## src/rtl/m_seq_pkg.sv

```systemverilog
// Shared constants, state encoding and parameter legality check for the
// m-sequence code-phase synchroniser (m_seq_sync).
package m_seq_pkg;

    localparam int SEQ_LEN  = 31;
    localparam logic [SEQ_LEN-1:0] TEMPLATE = 31'b0110010011111011100010101101000;

    localparam int THRESH   = 3;
    localparam int LOCK_CNT = 3;
    localparam int MISS_MAX = 2;

    localparam int PHASE_W  = 5;
    localparam int CNT_W    = 2;

    localparam logic [PHASE_W-1:0] SEQ_LEN_V  = PHASE_W'(SEQ_LEN);
    localparam logic [PHASE_W-1:0] THRESH_V   = PHASE_W'(THRESH);
    localparam logic [PHASE_W-1:0] HALF_V     = PHASE_W'(SEQ_LEN / 2);
    localparam logic [PHASE_W-1:0] LAST_PHASE = PHASE_W'(SEQ_LEN - 1);
    localparam logic [CNT_W-1:0]   LOCK_CNT_V = CNT_W'(LOCK_CNT);
    localparam logic [CNT_W-1:0]   MISS_MAX_V = CNT_W'(MISS_MAX);

    typedef enum logic [1:0] {
        SEARCH = 2'd0,
        VERIFY = 2'd1,
        LOCK   = 2'd2
    } sync_state_t;

    // Positive and inverted peaks only stay mutually exclusive while the
    // mismatch threshold is below half the code length.
    function automatic bit thresh_is_legal(input int t);
        return (t >= 0) && (t < 16);
    endfunction

    localparam bit THRESH_LEGAL = thresh_is_legal(THRESH);

endpackage

```

## src/rtl/m_seq_popcount.sv

```systemverilog
// Combinational population count of a SEQ_LEN-bit word, built as a
// balanced adder tree (pairs -> nibbles -> ... -> 5-bit result).
module m_seq_popcount
    import m_seq_pkg::*;
(
    input  logic [SEQ_LEN-1:0] data,
    output logic [PHASE_W-1:0] count
);

    logic [31:0] padded;
    logic [1:0]  lvl1 [16];
    logic [2:0]  lvl2 [8];
    logic [3:0]  lvl3 [4];
    logic [4:0]  lvl4 [2];

    // Sum adjacent pairs level by level; the top bit of the padded word is 0.
    always_comb begin
        padded = {1'b0, data};
        for (int i = 0; i < 16; i++) begin
            lvl1[i] = {1'b0, padded[2*i]} + {1'b0, padded[2*i+1]};
        end
        for (int i = 0; i < 8; i++) begin
            lvl2[i] = {1'b0, lvl1[2*i]} + {1'b0, lvl1[2*i+1]};
        end
        for (int i = 0; i < 4; i++) begin
            lvl3[i] = {1'b0, lvl2[2*i]} + {1'b0, lvl2[2*i+1]};
        end
        for (int i = 0; i < 2; i++) begin
            lvl4[i] = {1'b0, lvl3[2*i]} + {1'b0, lvl3[2*i+1]};
        end
        count = lvl4[0] + lvl4[1];
    end

endmodule

```

## src/rtl/m_seq_sync.sv

```systemverilog
// m-sequence code-phase synchroniser: correlates the dec_qpsk chip buffer
// against TEMPLATE, acquires and tracks code phase, emits one despread bit
// per code period while locked.
// Optional feature macro: M_SYNC_STATS_EN adds saturating miss_total and
// bit_total counters and their output ports.
module m_seq_sync
    import m_seq_pkg::*;
(
    input  logic               clk,
    input  logic               rst_n,
    input  logic [SEQ_LEN-1:0] buff_wr,
    input  logic               chip_valid,
    output logic               peak,
    output logic               bit_out,
    output logic               bit_valid,
    output logic               locked,
    output logic [PHASE_W-1:0] phase
`ifdef M_SYNC_STATS_EN
    ,
    output logic [15:0]        miss_total,
    output logic [15:0]        bit_total
`endif
);

    if (!THRESH_LEGAL) begin : g_thresh_check
        $error("m_seq_sync: THRESH must be below 16");
    end

    logic [PHASE_W-1:0] dist_raw;
    logic [PHASE_W-1:0] dist_q;
    logic [PHASE_W-1:0] dist_inv;
    logic               v1;
    logic               pos;
    logic               neg;
    logic               match;
    logic               expected;

    sync_state_t        state;
    sync_state_t        state_d;
    logic [PHASE_W-1:0] phase_d;
    logic [CNT_W-1:0]   hits;
    logic [CNT_W-1:0]   hits_d;
    logic [CNT_W-1:0]   misses;
    logic [CNT_W-1:0]   misses_d;
    logic               peak_d;
    logic               bit_valid_d;
    logic               bit_out_d;

    m_seq_popcount u_popcount (
        .data  (buff_wr ^ TEMPLATE),
        .count (dist_raw)
    );

    assign dist_inv = SEQ_LEN_V - dist_q;
    assign pos      = (dist_q <= THRESH_V);
    assign neg      = (dist_inv <= THRESH_V);
    assign match    = pos | neg;
    assign expected = v1 && (phase == LAST_PHASE);
    assign locked   = (state == LOCK);

    // Stage 1: register the Hamming distance and its chip-valid tag.
    always_ff @(posedge clk or negedge rst_n) begin
        if (!rst_n) begin
            dist_q <= '0;
            v1     <= 1'b0;
        end else begin
            dist_q <= dist_raw;
            v1     <= chip_valid;
        end
    end

    // Stage 2: state, phase, counters and registered output strobes.
    always_ff @(posedge clk or negedge rst_n) begin
        if (!rst_n) begin
            state     <= SEARCH;
            phase     <= '0;
            hits      <= '0;
            misses    <= '0;
            peak      <= 1'b0;
            bit_valid <= 1'b0;
            bit_out   <= 1'b0;
        end else begin
            state     <= state_d;
            phase     <= phase_d;
            hits      <= hits_d;
            misses    <= misses_d;
            peak      <= peak_d;
            bit_valid <= bit_valid_d;
            bit_out   <= bit_out_d;
        end
    end

    // Next-state logic; everything holds and strobes stay low on a bubble.
    // The miss that drops lock suppresses bit_valid so no strobe coincides
    // with the return to SEARCH.
    always_comb begin
        state_d     = state;
        phase_d     = phase;
        hits_d      = hits;
        misses_d    = misses;
        peak_d      = 1'b0;
        bit_valid_d = 1'b0;
        bit_out_d   = bit_out;
        if (v1) begin
            phase_d = (phase == LAST_PHASE) ? '0 : phase + 1'b1;
            case (state)
                SEARCH: begin
                    if (match) begin
                        phase_d = '0;
                        hits_d  = CNT_W'(1);
                        state_d = VERIFY;
                    end
                end
                VERIFY: begin
                    if (expected) begin
                        if (match) begin
                            peak_d = 1'b1;
                            hits_d = hits + 1'b1;
                            if (hits_d == LOCK_CNT_V) begin
                                state_d  = LOCK;
                                misses_d = '0;
                            end
                        end else begin
                            state_d = SEARCH;
                        end
                    end
                end
                LOCK: begin
                    if (expected) begin
                        if (match) begin
                            peak_d      = 1'b1;
                            misses_d    = '0;
                            bit_valid_d = 1'b1;
                            bit_out_d   = (dist_q > HALF_V);
                        end else begin
                            misses_d = misses + 1'b1;
                            if (misses_d == MISS_MAX_V) begin
                                state_d = SEARCH;
                            end else begin
                                bit_valid_d = 1'b1;
                                bit_out_d   = (dist_q > HALF_V);
                            end
                        end
                    end
                end
                default: begin
                    state_d = SEARCH;
                end
            endcase
        end
    end

`ifdef M_SYNC_STATS_EN
    logic miss_event;

    assign miss_event = expected && (state == LOCK) && !match;

    // Saturating counters of on-phase misses in lock and emitted bits.
    always_ff @(posedge clk or negedge rst_n) begin
        if (!rst_n) begin
            miss_total <= '0;
            bit_total  <= '0;
        end else begin
            if (miss_event && (miss_total != 16'hFFFF)) begin
                miss_total <= miss_total + 16'd1;
            end
            if (bit_valid_d && (bit_total != 16'hFFFF)) begin
                bit_total <= bit_total + 16'd1;
            end
        end
    end
`endif

endmodule

```

## config.mk

```make
export PLATFORM = sky130hd
export DESIGN_NAME = m_seq_sync
export DESIGN_NICKNAME = d
export VERILOG_FILES = /design/src/rtl/m_seq_pkg.sv /design/src/rtl/m_seq_popcount.sv /design/src/rtl/m_seq_sync.sv
export SDC_FILE = /design/constraint.sdc
export NUM_CORES = 1
export LEC_CHECK = 0
export BUFFER_PORTS_ARGS = -buffer_cell sky130_fd_sc_hd__buf_4
export CORE_MARGIN = 10
export CORE_UTILIZATION = 35
export DETAILED_ROUTE_END_ITERATION = 7
export PLACE_DENSITY_LB_ADDON = 0.2
export SYNTH_ARGS = -nofsm -noshare
export SYNTH_HDL_FRONTEND = slang
export SYNTH_HIERARCHICAL = 1
export SYNTH_SLANG_ARGS = --single-unit
```

## constraint.sdc

```tcl
create_clock -name clk -period 1.7 [get_ports clk]
set_input_delay 0.17 -clock clk [delete_from_list [all_inputs] [get_ports clk]]
set_output_delay 0.17 -clock clk [all_outputs]
set_load 0.01 [all_outputs]
```

==> qor.yml, run 1 <==
worst_setup_path:
  cell_family_with_most_cp_delay: "adder cells"
  critPathBufInv: 4
  critical_path_required_ns: 1.87
  worst_ep_arrival_time_ns: 4.48
  setup.worst_path.class: "primary input to register"
  critical_path.max_fanout: 2
  critical-path-max-stage-delay_ns: 0.54
  slowest_stage: "sky130_fd_sc_hd__fa_1"
  crit_path_cell_trace: "buf_6, fa_1, inv_1, fa_1, inv_2, fa_1, inv_1, fa_1, fa_1, fa_1, fa_2, fa_2, nand2b_4, a21oi_2, xor2_1"
  critPathCaptureType: "register"
  timing.critical_path.mode_cell: "sky130_fd_sc_hd__fa_1"
  setup.worst_path.start_class: "primary input"
place:
  io_buffer_count: 42
  place_hpwl_um: 3080
  place.detailed.instances: 314
  place.gp.congestion: 0.775
die:
  dieArea_um2: 8590
  top_level_port_count: 43
  core_um2: 5110
  rows: 26
  fp.dieW_um: 92.7
  initial_utilization_pct: 36.2
  die_height_um: 92.7
finish:
  final_layout_size_suffix_gt1_share_pct: 34.8
  mostFrequentLayoutCells: "sky130_fd_sc_hd__inv_1 (64), sky130_fd_sc_hd__buf_4 (52), sky130_fd_sc_hd__dfrtp_1 (18), sky130_fd_sc_hd__fa_1 (18), sky130_fd_sc_hd__ha_1 (13)"
  fin_nets: 323
  n_antenna_cell: 0
  final_cell_count_no_fill: 320
  mostFrequentLayoutCell: "sky130_fd_sc_hd__inv_1"
  syn_to_final_growth_pct: 31.9
sta:
  maxClockFrequency_ghz: 0.232
  finalHoldViolations: 0
  final_min_period_over_clock_period_pct: 253
  setup-violations-final: 3
  timing.final.ws_setup_ns: -2.61
  post-route-min-period_ns: 4.31
  drv_slew: 0
  worstMarginPinSlew_ns: 0.347
  unrepaired_setup_endpoints_after_global_routing: "true"
  max-slew-margin-rel_pct: 76.7
  finClkSkew_ns: 0.00444
detailed_routing:
  vias: 1399
  wl_um: 3530
  drt_antenna_net_count: 0
  drc_errors: 0
  drt_first_iter_violations: 24
  post_drt_via_cell_ratio: 4.37
  wl_per_cell_um: 11.0
  drtPass1Iterations: 4
job:
  cap_violations: 0
hold_path:
  worst_hold_path_type: "primary input to register"
clock_tree:
  clock-sinks: 18
  worst_setup_hold_path_clk_slew_ns: 0.07
  htreeDepth: 1
  cts_tree: "yes"
  worstSkewPairLatency_ns: 0.25
  cts.root.buffer_cell: "sky130_fd_sc_hd__clkbuf_8"
  clock_path_buffers: 2
  tritoncts.num_buffers: 3
power_and_ir_drop:
  power.leakage_nw: 1.32
  ir_drop_v: 0.00102
  p_per_area_nw_per_um2: 1700
  totalPowerFinal_mw: 4.14
outcome:
  failed_checks: "negative setup slack"
  status: "finished, violations left"
global_routing:
  antenna_found_initial: 0
  grt_first_pass_wirelength_um: 6030
  grt_use_total_pct: 8.31
  grt_max_degree: 19
  first_global_vias: 1463
  globalRouteOverflowTotal: 0
logic_synthesis:
  syn_nets: 264
  post_synth_inst_count: 193
  syn-mean-instance-area_um2: 9.58
  netlist_area_um2: 1850
  yosys_warnings: 6
[report_power, final]
| group | switching (mW) | internal [mW] | leakage (nW) |
|---|---|---|---|
| Combinational | 1.52 | 1.65 | 1.07 |
| Clock | 0.143 | 0.157 | 0.0216 |
| Sequential | 0.0983 | 0.567 | 0.232 |
| Total | 1.76 | 2.37 | 1.32 |
[repair_timing]
action,4_1_cts,5_1_grt
gates cloned,0,0
setup buffers,2,2
endpoints found under the setup margin,4,7
hold buffers,1,0
hold endpoints to repair,18,0
resized for setup,12,9
pin swaps,9,4
[worst register-to-register path, cell delays in order, from the launching register on]
cell and delay, ns:
sky130_fd_sc_hd__dfrtp_1 0.38, sky130_fd_sc_hd__inv_1 0.08, sky130_fd_sc_hd__ha_2 0.21, sky130_fd_sc_hd__and4_4 0.24, sky130_fd_sc_hd__nand3_1 0.09, sky130_fd_sc_hd__a21oi_2 0.19
sky130_fd_sc_hd__mux2_4 0.32
[path summary, 6_finish.rpt]
| path | end | cells past startpoint | slack [ns] | start |
|---|---|---|---|---|
| worst max-delay path | dist_q[4] | 15 | -2.61 | buff_wr[17] |
| worst min-delay path | v1 | 1 | 0.02 | chip_valid |
| worst max register to register | bit_out | 6 | 0.09 | phase[0] |
| worst min register to register | hits[1] | 2 | 0.51 | hits[1] |
| max in group asynchronous | dist_q[2] | 2 | 1.18 | rst_n |
| min in group asynchronous | hits[1] | 2 | 0.33 | rst_n |
[layer usage]
layer / global-route usage (%) / routed length, um / vias to the layer above
met5: 0 / 0 / -
li1: - / - / 702
met1: 9.18 / 1450 / 668
met4: 1.93 / 15 / 0
met3: 3.15 / 280 / 2
met2: 14.8 / 1780 / 27
[final cells by class]
cell class	instances	area [um^2]
Clock buffer	3	41.3
Fill cell	526	2670
Inverter	73	274
Multi-Input combinational cell	99	1140
Sequential cell	18	450
Tap cell	70	87.6
Timing Repair Buffer	57	445
[state kept, by name, indices dropped and copies added, names as in the netlist]
register,flops
hits,2
peak,1
dist_q,3
state,2
misses,2
phase,5
bit_valid,1
bit_out,1
v1,1
[through the flow]
step | utilization [%] | worst slack, ns | area (um^2) | setup TNS [ns] | hold slack (ns)
5_1_grt | 47.8 | -2.74 | 2440 | -7.77 | 0.0135
6_report | 47.8 | -2.61 | 2440 | -7.41 | 0.0250
3_5_place_dp | 45.6 | -2.91 | 2330 | -8.17 | 0.0559
4_1_cts | 47.5 | -2.62 | 2420 | -7.42 | 0.0219
2_1_floorplan | - | -2.66 | 1860 | -7.33 | -0.126
3_3_place_gp | 45.6 | -2.87 | 2330 | -8.14 | 0.0559
(Power assumes the default switching activity.)
==> run 2, diff against run 1 <==
- CELL_PAD_IN_SITES_DETAIL_PLACEMENT: unset -> 0
- CELL_PAD_IN_SITES_GLOBAL_PLACEMENT: unset -> 2
- CORE_UTILIZATION: 35 -> 30
==> run 2 against run 1 <==
Net effect:
- the run still ends with negative setup slack left
- utilization fell by 6.3 points
- hold slack got worse by 0.0035 ns
- register-to-register slack barely moved
- sequential power rose by 2%
- final cell count rose by 2.2%
- critical path type unchanged
- critical endpoint is now dist_q[2]
==> qor.yml, run 2 (synthesis results as in run 1) <==
sta:
  timing.final.ws_setup_ns: -2.57  # was -2.61 ns
  finClkSkew_ns: 0.00816  # was 0.00444 ns
  drv_slew: 0  # unchanged
  setup-violations-final: 3  # unchanged
  unrepaired_setup_endpoints_after_global_routing: "true"  # unchanged
  maxClockFrequency_ghz: 0.234  # was 0.232 GHz
  finalHoldViolations: 0  # unchanged
  post-route-min-period_ns: 4.27  # was 4.31 ns
  worstMarginPinSlew_ns: 0.364  # was 0.347 ns
  max-slew-margin-rel_pct: 75.6  # was 76.7%
  totalNegativeSetupSlack_ns: -7.32  # was -7.41 ns
  final_min_period_over_clock_period_pct: 251  # was 253%
place:
  place.gp.congestion: 0.758  # was 0.775
  io_buffer_count: 42  # unchanged
  setup_slack_at_placement_ns: -2.89  # was -2.91 ns
  place.detailed.instances: 320  # was 314
  place_hpwl_um: 3290  # was 3080 um
clock_tree:
  tritoncts.num_buffers: 3  # unchanged
  clock_path_buffers: 2  # unchanged
  cts_tree: "yes"  # unchanged
  clock-sinks: 18  # unchanged
  cts.root.buffer_cell: "sky130_fd_sc_hd__clkbuf_8"  # unchanged
  htreeDepth: 1  # unchanged
  worst_setup_hold_path_clk_slew_ns: 0.07  # about the same
  worstSkewPairLatency_ns: 0.26  # was 0.25 ns
detailed_routing:
  drt_antenna_net_count: 0  # unchanged
  wl_per_cell_um: 11.7  # was 11.0 um
  drtPass1Iterations: 4  # unchanged
  vias: 1374  # was 1399
  wl_um: 3840  # was 3530 um
  drc_errors: 0  # unchanged
  post_drt_via_cell_ratio: 4.20  # was 4.37
  drt_first_iter_violations: 23  # was 24
outcome:
  failed_checks: "negative setup slack"  # unchanged
  status: "finished, violations left"  # unchanged
global_routing:
  antenna_found_initial: 0  # unchanged
  globalRouteOverflowTotal: 0  # unchanged
  grt_max_degree: 19  # unchanged
  grt_first_pass_wirelength_um: 6790  # was 6030 um
  first_global_vias: 1537  # was 1463
  grt_use_total_pct: 8.16  # was 8.31%
worst_setup_path:
  slowest_stage: "sky130_fd_sc_hd__fa_1"  # unchanged
  timing.critical_path.mode_cell: "sky130_fd_sc_hd__fa_1"  # unchanged
  critPathBufInv: 6  # was 4
  critical_path_required_ns: 1.84  # was 1.87 ns
  setup.worst_path.start_class: "primary input"  # unchanged
  crit_path_cell_trace: "buf_6, fa_1, inv_1, fa_1, inv_2, fa_1, inv_1, fa_1, fa_1, fa_1, fa_2, fa_2, buf_4, buf_6, xnor2_2"  # was buf_6, fa_1, inv_1, fa_1, inv_2, fa_1, inv_1, fa_1, fa_1, fa_1, fa_2, fa_2, nand2b_4, a21oi_2, xor2_1
  critPathCaptureType: "register"  # unchanged
  worst_ep_arrival_time_ns: 4.41  # was 4.48 ns
  critical_path.max_fanout: 2  # unchanged
  cell_family_with_most_cp_delay: "adder cells"  # unchanged
  critical-path-max-stage-delay_ns: 0.53  # was 0.54 ns
  setup.worst_path.class: "primary input to register"  # unchanged
die:
  die_height_um: 98.5  # was 92.7 um
  initial_utilization_pct: 31.1  # was 36.2%
  core_um2: 5960  # was 5110 um^2
  fp.dieW_um: 98.5  # was 92.7 um
  rows: 28  # was 26
  dieArea_um2: 9700  # was 8590 um^2
  top_level_port_count: 43  # unchanged
power_and_ir_drop:
  p_per_area_nw_per_um2: 1730  # was 1700 nW/um^2
  ir_drop_v: 0.000776  # was 0.00102 V
  comb_power_share_pct: 75.7  # was 76.7%
  net_switching_fraction_of_the_power_pct: 42.4  # was 42.6%
  switching_power_mw: 1.81  # was 1.76 mW
  totalPowerFinal_mw: 4.27  # was 4.14 mW
  share_clk_of_total_power_pct: 8.4  # was 7.3%
  share_seq_of_total_power_pct: 15.9  # was 16.1%
  intPower_mw: 2.46  # was 2.37 mW
  power.leakage_nw: 1.34  # was 1.32 nW
finish:
  largest_reg_flops: 5  # unchanged
  mostFrequentLayoutCell: "sky130_fd_sc_hd__inv_1"  # unchanged
  mostFrequentLayoutCells: "sky130_fd_sc_hd__inv_1 (69), sky130_fd_sc_hd__buf_4 (55), sky130_fd_sc_hd__dfrtp_1 (18), sky130_fd_sc_hd__fa_1 (17), sky130_fd_sc_hd__ha_1 (12)"  # was sky130_fd_sc_hd__inv_1 (64), sky130_fd_sc_hd__buf_4 (52), sky130_fd_sc_hd__dfrtp_1 (18), sky130_fd_sc_hd__fa_1 (18), sky130_fd_sc_hd__ha_1 (13)
  syn_to_final_growth_pct: 33.6  # was 31.9%
  final_core_util_pct: 41.5  # was 47.8%
  most_flop_heavy_register: "phase"  # unchanged
  n_antenna_cell: 0  # unchanged
  final_layout_size_suffix_gt1_share_pct: 34.1  # was 34.8%
  fin_nets: 324  # was 323
  largestRegisters: "phase: 5 flops, dist_q: 3 flops"  # unchanged
  final_cell_count_no_fill: 327  # was 320
job:
  cap_violations: 0  # unchanged
hold_path:
  worst_hold_path_type: "primary input to register"  # unchanged
-- run 2: per-stage QoR --
step	instance area (um^2)	hold slack [ns]
6_report	2470	0.0215
5_1_grt	2470	0.0110
4_1_cts	2440	0.0156
3_5_place_dp	2340	0.0611
3_3_place_gp	2340	0.0585
2_1_floorplan	1860	-0.126
-- run 2: metal layers --
metal  wire, um  vias up  track usage, %  share of wire, %
li1           -      697               -                 -
met3        155        2            1.82               4.0
met2       1920       23            13.6                50
met1       1730      652            10.1                45
met5          0        -               0                 0
met4         38        0            2.98              0.99
-- run 2: what timing repair did --
item	CTS	global route
pin swaps	5	8
gates resized for setup	7	8
setup endpoints to repair	3	9
setup buffers	1	2
hold endpoints to repair	18	0
hold buffers	1	0
-- run 2: power by group through the flow --
stage	Combinational (mW)	Clock [mW]	Sequential, mW
after floorplan	1.92	0	0.698
after global placement	2.80	0	0.680
after detailed placement	2.82	0	0.682
after CTS	3.29	0.377	0.674
after global routing	3.68	0.398	0.699
final	3.24	0.360	0.678
-- run 2: area by class of cell --
type | instances | area [um^2]
clock buffers | 4 | 55.1
fillers | 609 | 3480
inverters | 73 | 274
multi-input cells | 99 | 1150
flip-flops and latches | 18 | 450
well taps | 75 | 93.8
repair buffers | 58 | 445
-- run 2: final timing paths --
check | startpoint | to | slack (ns) | cells past startpoint
max | buff_wr[17] | dist_q[2] | -2.57 | 15
min | chip_valid | v1 | 0.02 | 1
max reg2reg | phase[0] | state[1] | 0.10 | 6
min reg2reg | hits[1] | hits[1] | 0.52 | 2
max in group asynchronous | rst_n | v1 | 1.18 | 2
min in group asynchronous | rst_n | peak | 0.32 | 2
